==> config.mk <==
export PLATFORM = sky130hd
export DESIGN_NAME = hy_riscv_fetch_unit
export DESIGN_NICKNAME = d
export VERILOG_FILES = /design/src/rtl/hy_fetch_pkg.sv /design/src/rtl/hy_fetch_fifo.sv /design/src/rtl/hy_riscv_fetch_unit.sv
export SDC_FILE = /design/constraint.sdc
export NUM_CORES = 1
export LEC_CHECK = 0
export CORE_MARGIN = 4
export CORE_UTILIZATION = 40
export CTS_CLUSTER_DIAMETER = 40
export DETAILED_ROUTE_END_ITERATION = 8
export PLACE_DENSITY = 0.57
export SLEW_MARGIN = 10
export SYNTH_ARGS = -nofsm -noshare
export SYNTH_HDL_FRONTEND = slang
export SYNTH_SLANG_ARGS = --single-unit
==> constraint.sdc <==
create_clock -name clk -period 7.35 [get_ports clk]
set_input_delay 2.205 -clock clk [delete_from_list [all_inputs] [get_ports clk]]
set_output_delay 2.205 -clock clk [all_outputs]
set_load 0.02 [all_outputs]
==> src/rtl/hy_fetch_pkg.sv <==
// Shared types and constants for the instruction fetch stage.
// Holds the FSM encoding, the buffered-instruction record and the NOP/reset defaults.
package hy_fetch_pkg;

    localparam logic [31:0] HY_NOP      = 32'h0000_0013;
    localparam logic [31:0] HY_RESET_PC = 32'h8000_0000;

    typedef enum logic [1:0] {
        RUN,
        FLUSH,
        HALT
    } fetch_state_t;

    typedef struct packed {
        logic [31:0] pc;
        logic [31:0] instr;
    } fifo_entry_t;

endpackage

==> src/rtl/hy_fetch_fifo.sv <==
// Synchronous FIFO of fetched {pc, instr} entries; flush wins over push.
// Latency: an entry pushed at an edge is visible on rd_dat after that edge.
// Backpressure: none internally; the owner must not push when full or pop when empty.
module hy_fetch_fifo
    import hy_fetch_pkg::*;
#(
    parameter int DEPTH = 4
) (
    input  logic                     clk,
    input  logic                     reset,
    input  logic                     push,
    input  logic                     pop,
    input  logic                     flush,
    input  fifo_entry_t              wr_dat,
    output fifo_entry_t              rd_dat,
    output logic [$clog2(DEPTH):0]   occupancy,
    output logic                     empty,
    output logic                     full
);

    localparam int AW = $clog2(DEPTH);

    fifo_entry_t   mem [DEPTH];
    logic [AW-1:0] wr_ptr;
    logic [AW-1:0] rd_ptr;

    always_ff @(posedge clk or posedge reset) begin
        if (reset) begin
            wr_ptr    <= '0;
            rd_ptr    <= '0;
            occupancy <= '0;
        end else if (flush) begin
            wr_ptr    <= '0;
            rd_ptr    <= '0;
            occupancy <= '0;
        end else begin
            if (push) wr_ptr <= wr_ptr + AW'(1);
            if (pop)  rd_ptr <= rd_ptr + AW'(1);
            occupancy <= occupancy + (AW+1)'(push) - (AW+1)'(pop);
        end
    end

    // Storage is not reset; the empty flag masks stale contents.
    always_ff @(posedge clk) begin
        if (push && !flush) mem[wr_ptr] <= wr_dat;
    end

    assign rd_dat = mem[rd_ptr];
    assign empty  = (occupancy == '0);
    assign full   = (occupancy == (AW+1)'(DEPTH));

endmodule

==> src/rtl/hy_riscv_fetch_unit.sv <==
// Instruction fetch: PC, memory requests, instruction buffer and redirect flush; perf counters under HY_FETCH_PERF_CNT_EN.
// Latency: 2 cycles minimum from request handshake to push_ops with a 1-cycle memory.
// Backpressure: issue throttled by buffer space and MAX_OUTSTANDING; core_ready stalls the buffer head.
module hy_riscv_fetch_unit
    import hy_fetch_pkg::*;
#(
    parameter logic [31:0] RESET_PC        = HY_RESET_PC,
    parameter int          FIFO_DEPTH      = 4,
    parameter int          MAX_OUTSTANDING = 2
) (
    input  logic        clk,
    input  logic        reset,
    output logic        mem_req_valid,
    input  logic        mem_req_ready,
    output logic [31:0] mem_req_addr,
    input  logic        mem_rsp_valid,
    input  logic [31:0] mem_rsp_data,
    input  logic        mem_rsp_err,
    input  logic        core_ready,
    output logic [31:0] opcode,
    output logic        push_ops,
    output logic [31:0] fetch_pc,
    input  logic        redirect_valid,
    input  logic [31:0] redirect_pc,
    output logic        fetch_fault,
    output logic [31:0] fault_pc
`ifdef HY_FETCH_PERF_CNT_EN
    ,
    output logic [31:0] perf_fetched,
    output logic [31:0] perf_stall
`endif
);

    localparam int CW = $clog2(FIFO_DEPTH) + 1;

    fetch_state_t  state, state_nxt;
    logic [31:0]   pc, rsp_pc, redirect_tgt;
    logic [CW-1:0] outstanding, outstanding_nxt, discard, occupancy;
    logic          fifo_empty, fifo_full;
    logic          issue_ok, req_hs, rsp_accept, rsp_push, rsp_fault;
    fifo_entry_t   fifo_wr_dat, fifo_rd_dat;
    logic          unused_bits;

    assign redirect_tgt    = {redirect_pc[31:2], 2'b00};
    assign issue_ok        = (({1'b0, outstanding} + {1'b0, occupancy}) < (CW+1)'(FIFO_DEPTH))
                           && (outstanding < CW'(MAX_OUTSTANDING));
    assign req_hs          = mem_req_valid && mem_req_ready;
    // Responses are only kept in RUN; HALT counts them but ignores them.
    assign rsp_accept      = mem_rsp_valid && !redirect_valid && (state == RUN) && (discard == '0);
    assign rsp_push        = rsp_accept && !mem_rsp_err;
    assign rsp_fault       = rsp_accept && mem_rsp_err;
    assign outstanding_nxt = outstanding + CW'(req_hs) - CW'(mem_rsp_valid);

    always_ff @(posedge clk or posedge reset) begin
        if (reset) state <= RUN;
        else       state <= state_nxt;
    end

    always_comb begin
        state_nxt = state;
        if (redirect_valid) begin
            state_nxt = (outstanding_nxt != '0) ? FLUSH : RUN;
        end else begin
            case (state)
                RUN:     if (rsp_fault) state_nxt = HALT;
                FLUSH:   if (mem_rsp_valid && (discard == CW'(1))) state_nxt = RUN;
                HALT:    state_nxt = HALT;
                default: state_nxt = RUN;
            endcase
        end
    end

    always_comb begin
        mem_req_valid = !reset && (state == RUN) && issue_ok && !redirect_valid;
        mem_req_addr  = pc;
    end

    always_ff @(posedge clk or posedge reset) begin
        if (reset) begin
            pc          <= RESET_PC;
            rsp_pc      <= RESET_PC;
            outstanding <= '0;
            discard     <= '0;
            fetch_fault <= 1'b0;
            fault_pc    <= '0;
        end else begin
            outstanding <= outstanding_nxt;
            if (redirect_valid) begin
                pc      <= redirect_tgt;
                rsp_pc  <= redirect_tgt;
                discard <= outstanding_nxt;
            end else begin
                if (req_hs)   pc     <= pc + 32'd4;
                if (rsp_push) rsp_pc <= rsp_pc + 32'd4;
                if ((state == FLUSH) && mem_rsp_valid) discard <= discard - CW'(1);
                if (rsp_fault) begin
                    fetch_fault <= 1'b1;
                    fault_pc    <= rsp_pc;
                end
            end
        end
    end

    assign fifo_wr_dat = '{pc: rsp_pc, instr: mem_rsp_data};

    hy_fetch_fifo #(
        .DEPTH (FIFO_DEPTH)
    ) u_fifo (
        .clk       (clk),
        .reset     (reset),
        .push      (rsp_push),
        .pop       (push_ops),
        .flush     (redirect_valid),
        .wr_dat    (fifo_wr_dat),
        .rd_dat    (fifo_rd_dat),
        .occupancy (occupancy),
        .empty     (fifo_empty),
        .full      (fifo_full)
    );

    // With an empty buffer, fetch_pc shows the PC the next response will carry.
    assign push_ops = !fifo_empty && core_ready && !redirect_valid;
    assign opcode   = fifo_empty ? HY_NOP : fifo_rd_dat.instr;
    assign fetch_pc = fifo_empty ? rsp_pc : fifo_rd_dat.pc;

    assign unused_bits = ^{redirect_pc[1:0], fifo_full};

`ifdef HY_FETCH_PERF_CNT_EN
    always_ff @(posedge clk or posedge reset) begin
        if (reset) begin
            perf_fetched <= '0;
            perf_stall   <= '0;
        end else begin
            if (push_ops) perf_fetched <= perf_fetched + 32'd1;
            if (core_ready && fifo_empty && !redirect_valid) perf_stall <= perf_stall + 32'd1;
        end
    end
`endif

endmodule

==> metrics.yaml, run 1 <==
floorplan:
  start_util_pct: 40.38
  pin_count: 202
  core-area_um2: 37580
  rows: 71
  die_w_um: 202.8
  die_h_um: 202.8
  die-area_um2: 41110
layout:
  drive_above_1_share_pct: 16.43
  layout_commonest_cell: "edfxtp_1"
  syn_to_final_growth_pct: 26.78
  fin_nets: 1339
  layout_common_cells: "248 x edfxtp_1, 192 x clkdlybuf4s50_1, 167 x nand2_1, 102 x dfrtp_1, 62 x mux4_2"
  n_antenna_cell: 0
global_routing:
  grt_usage_pct: 18.21
  first_global_vias: 9935
  grt_max_degree: 71
  antenna_found_initial: 0
  grt_pass1_wl_um: 58760
  overflow: 0
timing:
  slew_viol_final: 0
  hold_viol_final: 0
  finClkSkew_ps: 12.92
  tightestPinTransition_ps: 1163
  hold_slack_ps: 477.7
  maxSlewHeadroom_pct: 21.76
  finalCritPeriodShare_pct: 86.46
  tns_ps: 0
  setup_violations: 0
  period_needed_ps: 6355
  fmax_mhz: 157.4
  rsz0062_at_grt: "no"
clock_tree:
  cts-root-buf: "clkbuf_16"
  path_clk_slew_ps: 60
  cts_tree: "done"
  insertion_delay_ps: 550
  clock-sinks: 354
  post-cts-setup-buffers: 0
  h-tree-depth: 2
  max-clock-path-buffers: 3
  ctsResizeCount: 0
  cts_buffers: 50
  cts_hold_buf: 0
critical_path:
  crit_arrival_ps: 4150
  cp-end-kind: "output port"
  worstPathRequired_ps: 5140
  path_class: "in2out"
  cp_max_fo: 2
  worstSetupStartpointType: "input port"
min_path:
  hp-class: "reg2reg"
synth:
  netlist_area_um2: 15170
  synth_cells: 1049
  synth_edf_count: 248
  ys.flop_type: "edfxtp_1"
  synthTopCellsByArea: "edfxtp_1 49%, dfrtp_1 17%, mux4_2 9.2%"
  yosys_warnings: 0
  syn_avg_cell_area_um2: 14.46
  synth_top_cell_by_area: "edfxtp_1"
  synth_seq_cells: 354
  synthArstFlopShare_pct: 29.94
  synth_top_cell_area_share_pct: 49.08
  synth_seq_area_share_pct: 66.58
  ys_types: 57
route:
  via_per_inst: 5.308
  vias: 9560
  ant_nets: 0
  drt_iter0_markers: 510
  route.detailed.drc: 0
  routed_wl_um: 37600
  dr.pass1.iters: 5
  avgRoutedWirePerCell_um: 20.88
power_and_ir_drop:
  fin_total_pwr_w: 0.006583
  seq_power_share_pct: 37.5
  power_leakage_nw: 6.910
  power_frac_comb_pct: 27.4
  p_per_area_nw_per_um2: 342.2
  internal_power_w: 0.004504
  p_sw_w: 0.002078
  vdd_drop_max_uv: 178.4
  clkPwrFrac_pct: 35.1
  switching_share_pct: 31.57
status:
  status: "completed"
flow_run:
  maxCapViolations: 0
placement:
  port_buffers: 193
  routabilityCongestion: 0.8842
  dpl.hpwl_um: 23220
## metal layers
metal	up-vias	track usage (%)	share of wire [%]	wire length, um
met5	-	0	0	0
met4	0	4.195	1.9	697
met3	55	3.945	5.9	2213
met2	293	28.53	46	17180
met1	4823	26.37	47	17510
li1	4389	-	-	-
## cells in the mapped netlist (14+ instances only)
master    count
and2_1       37
clkbuf_1     41
dfrtp_1     104
edfxtp_1    248
ha_1         16
inv_1        26
mux2_2       31
mux4_2       62
nand2_1     167
nand3_1      40
nand4_1      22
nor2_1       26
nor3_1       16
o211ai_1     23
o21ai_0      35
o311ai_0     14
## worst paths after layout
| kind | startpoint | end | slack (ps) | cells past startpoint |
|---|---|---|---|---|
| setup / recovery | reset | mem_req_valid | 990 | 5 |
| setup reg to reg | discard[0] | u_fifo.mem[1][1] | 3720 | 6 |
| hold reg to reg | state[0] | state[1] | 480 | 1 |
| max in group asynchronous | reset | fault_pc[21] | 4000 | 3 |
| min in group asynchronous | reset | outstanding[0] | 2240 | 2 |
| hold / removal | state[0] | state[1] | 480 | 1 |
## flip-flops by register name, indices dropped and copies added (netlist names)
register and cells:
u_fifo.mem 248, fault_pc 30, mem_req_addr 30, rsp_pc 30, discard 3, outstanding 3, u_fifo.occupancy 3, state 2
u_fifo.rd_ptr 2, u_fifo.wr_ptr 2, fetch_fault 1
## critical path, stage by stage
cell             delay [ps]
clkdlybuf4s50_1         460
or4b_1                  580
nor3_2                  140
and2_1                  160
clkdlybuf4s50_1         610
## final cells by class
cell class	instances	area, um2
fill	3237	18340
sequential	354	10110
multi-input combinational	610	4725
timing repair buffer	205	2017
clock buffer	56	1305
tap	511	639.4
clock inverter	36	330.3
inverter	29	111.4
## power groups by stage
stage	Sequential, W	Clock (W)	Combinational, W
global placement	0.00251	0	0.00183
floorplan	0.00249	0	0.000967
finish	0.00247	0.00231	0.00180
global route	0.00250	0.00245	0.00195
detailed placement	0.00251	0	0.00184
CTS	0.00248	0.00236	0.00185
## cells by family after synthesis
family          after synthesis  share of synthesized area (%)
simple gates                361                          11.52
flops                       354                          66.58
compound gates              113                          5.055
mux                         102                          12.10
buf+inv                      90                          2.556
fa+ha+maj                    18                          1.583
xor+xnor                     10                         0.5772
other cells                   1                        0.02472
## through the flow
stage / worst slack (ps) / util, % / instances / area (um2)
global placement: 984.1 / 46.84 / 1709 / 17600
finish: 994.9 / 51.19 / 1801 / 19230
global route: 937.1 / 51.19 / 1801 / 19230
detailed placement: 1002 / 46.84 / 1709 / 17600
floorplan: 1715 / - / 1054 / 15190
CTS: 983.5 / 51.19 / 1801 / 19230
Power figures use the tool's default switching activity.
==> inputs of run 2 (changes only) <==
--- a/config.mk
+++ b/config.mk
@@ -9,7 +9,8 @@
 export CORE_UTILIZATION = 40
 export CTS_CLUSTER_DIAMETER = 40
 export DETAILED_ROUTE_END_ITERATION = 8
-export PLACE_DENSITY = 0.57
+export DONT_BUFFER_PORTS = 1
+export PLACE_DENSITY = 0.5
 export SLEW_MARGIN = 10
 export SYNTH_ARGS = -nofsm -noshare
 export SYNTH_HDL_FRONTEND = slang
==> run 2 against run 1 <==
  * Clock power increased by 7%
  * Highest routed layer unchanged
  * Die area unchanged
  * Setup slack improved by 740 ps
  * Sequential cell count unchanged
  * Fmax increased by 13%
  * Register-to-register slack got worse by 430 ps
  * Final cell count decreased by 11%
  * Largest cell class unchanged
  * Global-route usage increased by 0.30 points
  * Sequential share of layout area increased by 5.5 points
  * Clock skew increased by 8.0 ps
  * First-iteration DRC count increased by 0.98%
==> metrics.yaml, run 2 (synthesis results as in run 1) <==
floorplan:
  start_util_pct: 40.38  # unchanged
  die-area_um2: 41110  # unchanged
  pin_count: 202  # unchanged
  die_w_um: 202.8  # unchanged
  die_h_um: 202.8  # unchanged
  core-area_um2: 37580  # unchanged
  rows: 71  # unchanged
timing:
  slew_viol_final: 0  # unchanged
  rsz0062_at_grt: "no"
  maxSlewHeadroom_pct: 21.67  # -0.087 points
  tns_ps: 0  # unchanged
  period_needed_ps: 5615  # -740.4 ps
  finClkSkew_ps: 20.90  # +7.981 ps
  tightestPinTransition_ps: 1172  # +9.252 ps
  setup_violations: 0  # unchanged
  fmax_mhz: 178.1  # +13%
  hold_viol_final: 0  # unchanged
  finalCritPeriodShare_pct: 76.39  # -10 points
placement:
  port_buffers: 0  # -100%
  dp_cells: 1515  # -11%
  dpl.hpwl_um: 23270  # +0.24%
  routabilityCongestion: 0.8224  # -7.0%
layout:
  n_antenna_cell: 0  # unchanged
  final_cell_count_no_fill: 1609  # -11%
  syn_to_final_growth_pct: 14.70
  layout_commonest_cell: "edfxtp_1"
  largest_reg_flops: 248  # unchanged
  fin_nets: 1146  # -14%
  layout_common_cells: "248 x edfxtp_1, 167 x nand2_1, 102 x dfrtp_1, 62 x mux4_2, 51 x clkbuf_16"
  drive_above_1_share_pct: 19.22  # +2.8 points
  regMostFlops: "u_fifo.mem"
clock_tree:
  ctsResizeCount: 0  # unchanged
  clock-sinks: 354  # unchanged
  cts_hold_buf: 0  # unchanged
  post-cts-setup-buffers: 0  # unchanged
  insertion_delay_ps: 580  # +30 ps
  path_clk_slew_ps: 50  # about the same
  cts-root-buf: "clkbuf_16"
  cts_buffers: 51  # +2.0%
  max-clock-path-buffers: 3  # unchanged
  h-tree-depth: 2  # unchanged
  cts_tree: "done"
flow_run:
  maxCapViolations: 0  # unchanged
power_and_ir_drop:
  internal_power_w: 0.004211  # -6.5%
  power_frac_comb_pct: 18.6  # -8.8 points
  vdd_drop_max_uv: 199.9  # +12%
  seq_power_share_pct: 41.7  # +4.2 points
  switching_share_pct: 32.16  # +0.58 points
  p_per_area_nw_per_um2: 356.7  # +4.2%
  clkPwrFrac_pct: 39.7  # +4.6 points
  power_leakage_nw: 6.238  # -9.7%
  p_sw_w: 0.001996  # -4.0%
critical_path:
  crit_arrival_ps: 3410  # -740 ps
  worstSetupStartpointType: "input port"
  worstPathRequired_ps: 5140  # about the same
  path_class: "in2out"
  cp_max_fo: 53  # +51
  cp-end-kind: "output port"
route:
  vias: 8884  # -7.1%
  ant_nets: 0  # unchanged
  route.met2.wl_um: 17630  # +2.6%
  dr_wl_met3_um: 2698  # +22%
  route.detailed.drc: 0  # unchanged
  drt_iter0_markers: 515  # +0.98%
  routed_wl_um: 37980  # +1.0%
  via_per_inst: 5.521  # +4.0%
  avgRoutedWirePerCell_um: 23.61  # +13%
  dr.pass1.iters: 4  # -1
  wl_met1_um: 16790  # -4.1%
  top_layer_used: "met4"
global_routing:
  antenna_found_initial: 0  # unchanged
  grt_pass1_wl_um: 58320  # -0.75%
  grt_max_degree: 63  # -11%
  grt_usage_pct: 18.50  # +0.30 points
  first_global_vias: 9177  # -7.6%
  overflow: 0  # unchanged
min_path:
  hp-class: "reg2reg"
status:
  status: "completed"
==> run 2: changes by cell type in the layout (fill, tap and decap cells not counted), sizes merged <==
cell / before / now
inv: 43 / 35
clkbuf: 56 / 64
clkinvlp: 4 / 2
bufinv: 2 / 7
clkdlybuf4s50: 192 / 0
clkinv: 16 / 15
buf: 13 / 11
==> run 2: path summary, 6_finish.rpt <==
path | slack (ps) | to | start | cells after the start
max in group asynchronous | 4500 | fault_pc[20] | reset | 2
hold / removal | 480 | state[1] | state[0] | 1
setup / recovery | 1740 | mem_req_valid | redirect_valid | 4
setup reg to reg | 3290 | state[0] | u_fifo.occupancy[2] | 13
hold reg to reg | 480 | state[1] | state[0] | 1
min in group asynchronous | 1640 | outstanding[0] | reset | 1
==> run 2: stage by stage <==
step	total power (W)	hold slack (ps)	utilization, %	setup WS (ps)	area (um2)
floorplan	0.003461	448.8	-	1715	15190
global placement	0.003805	468.1	41.70	1728	15670
detailed placement	0.003818	471.6	41.70	1727	15670
CTS	0.006318	472.9	46.31	1713	17400
global route	0.006512	500.2	46.31	1659	17400
finish	0.006208	482.9	46.31	1735	17400
==> run 2: per-layer routing <==
metal / vias up / global-route usage (%)
met5: - / 0
met4: 0 / 5.892
met3: 59 / 4.855
met2: 269 / 28.96
met1: 4555 / 25.55
li1: 4001 / -
==> run 2: cell type report <==
type	instances	area, um2
Fill cell	3349	20180
Sequential cell	354	10110
Multi-Input combinational cell	610	4728
Clock buffer	64	1345
Tap cell	511	639.4
Clock inverter	30	387.9
Inverter	29	111.4
Timing Repair Buffer	11	82.58
==> run 2: critical path, cell delays in order <==
cell	delay, ps
or3_1	520
nor3_2	210
buf_4	200
and2_1	270
==> run 2: power groups by stage <==
| stage | registers [W] | clock network [W] | logic, W |
|---|---|---|---|
| 2_1_floorplan | 0.00249 | 0 | 0.000967 |
| 5_1_grt | 0.00262 | 0.00263 | 0.00127 |
| 6_report | 0.00259 | 0.00247 | 0.00115 |
| 3_5_place_dp | 0.00263 | 0 | 0.00118 |
| 3_3_place_gp | 0.00263 | 0 | 0.00117 |
| 4_1_cts | 0.00260 | 0.00253 | 0.00119 |
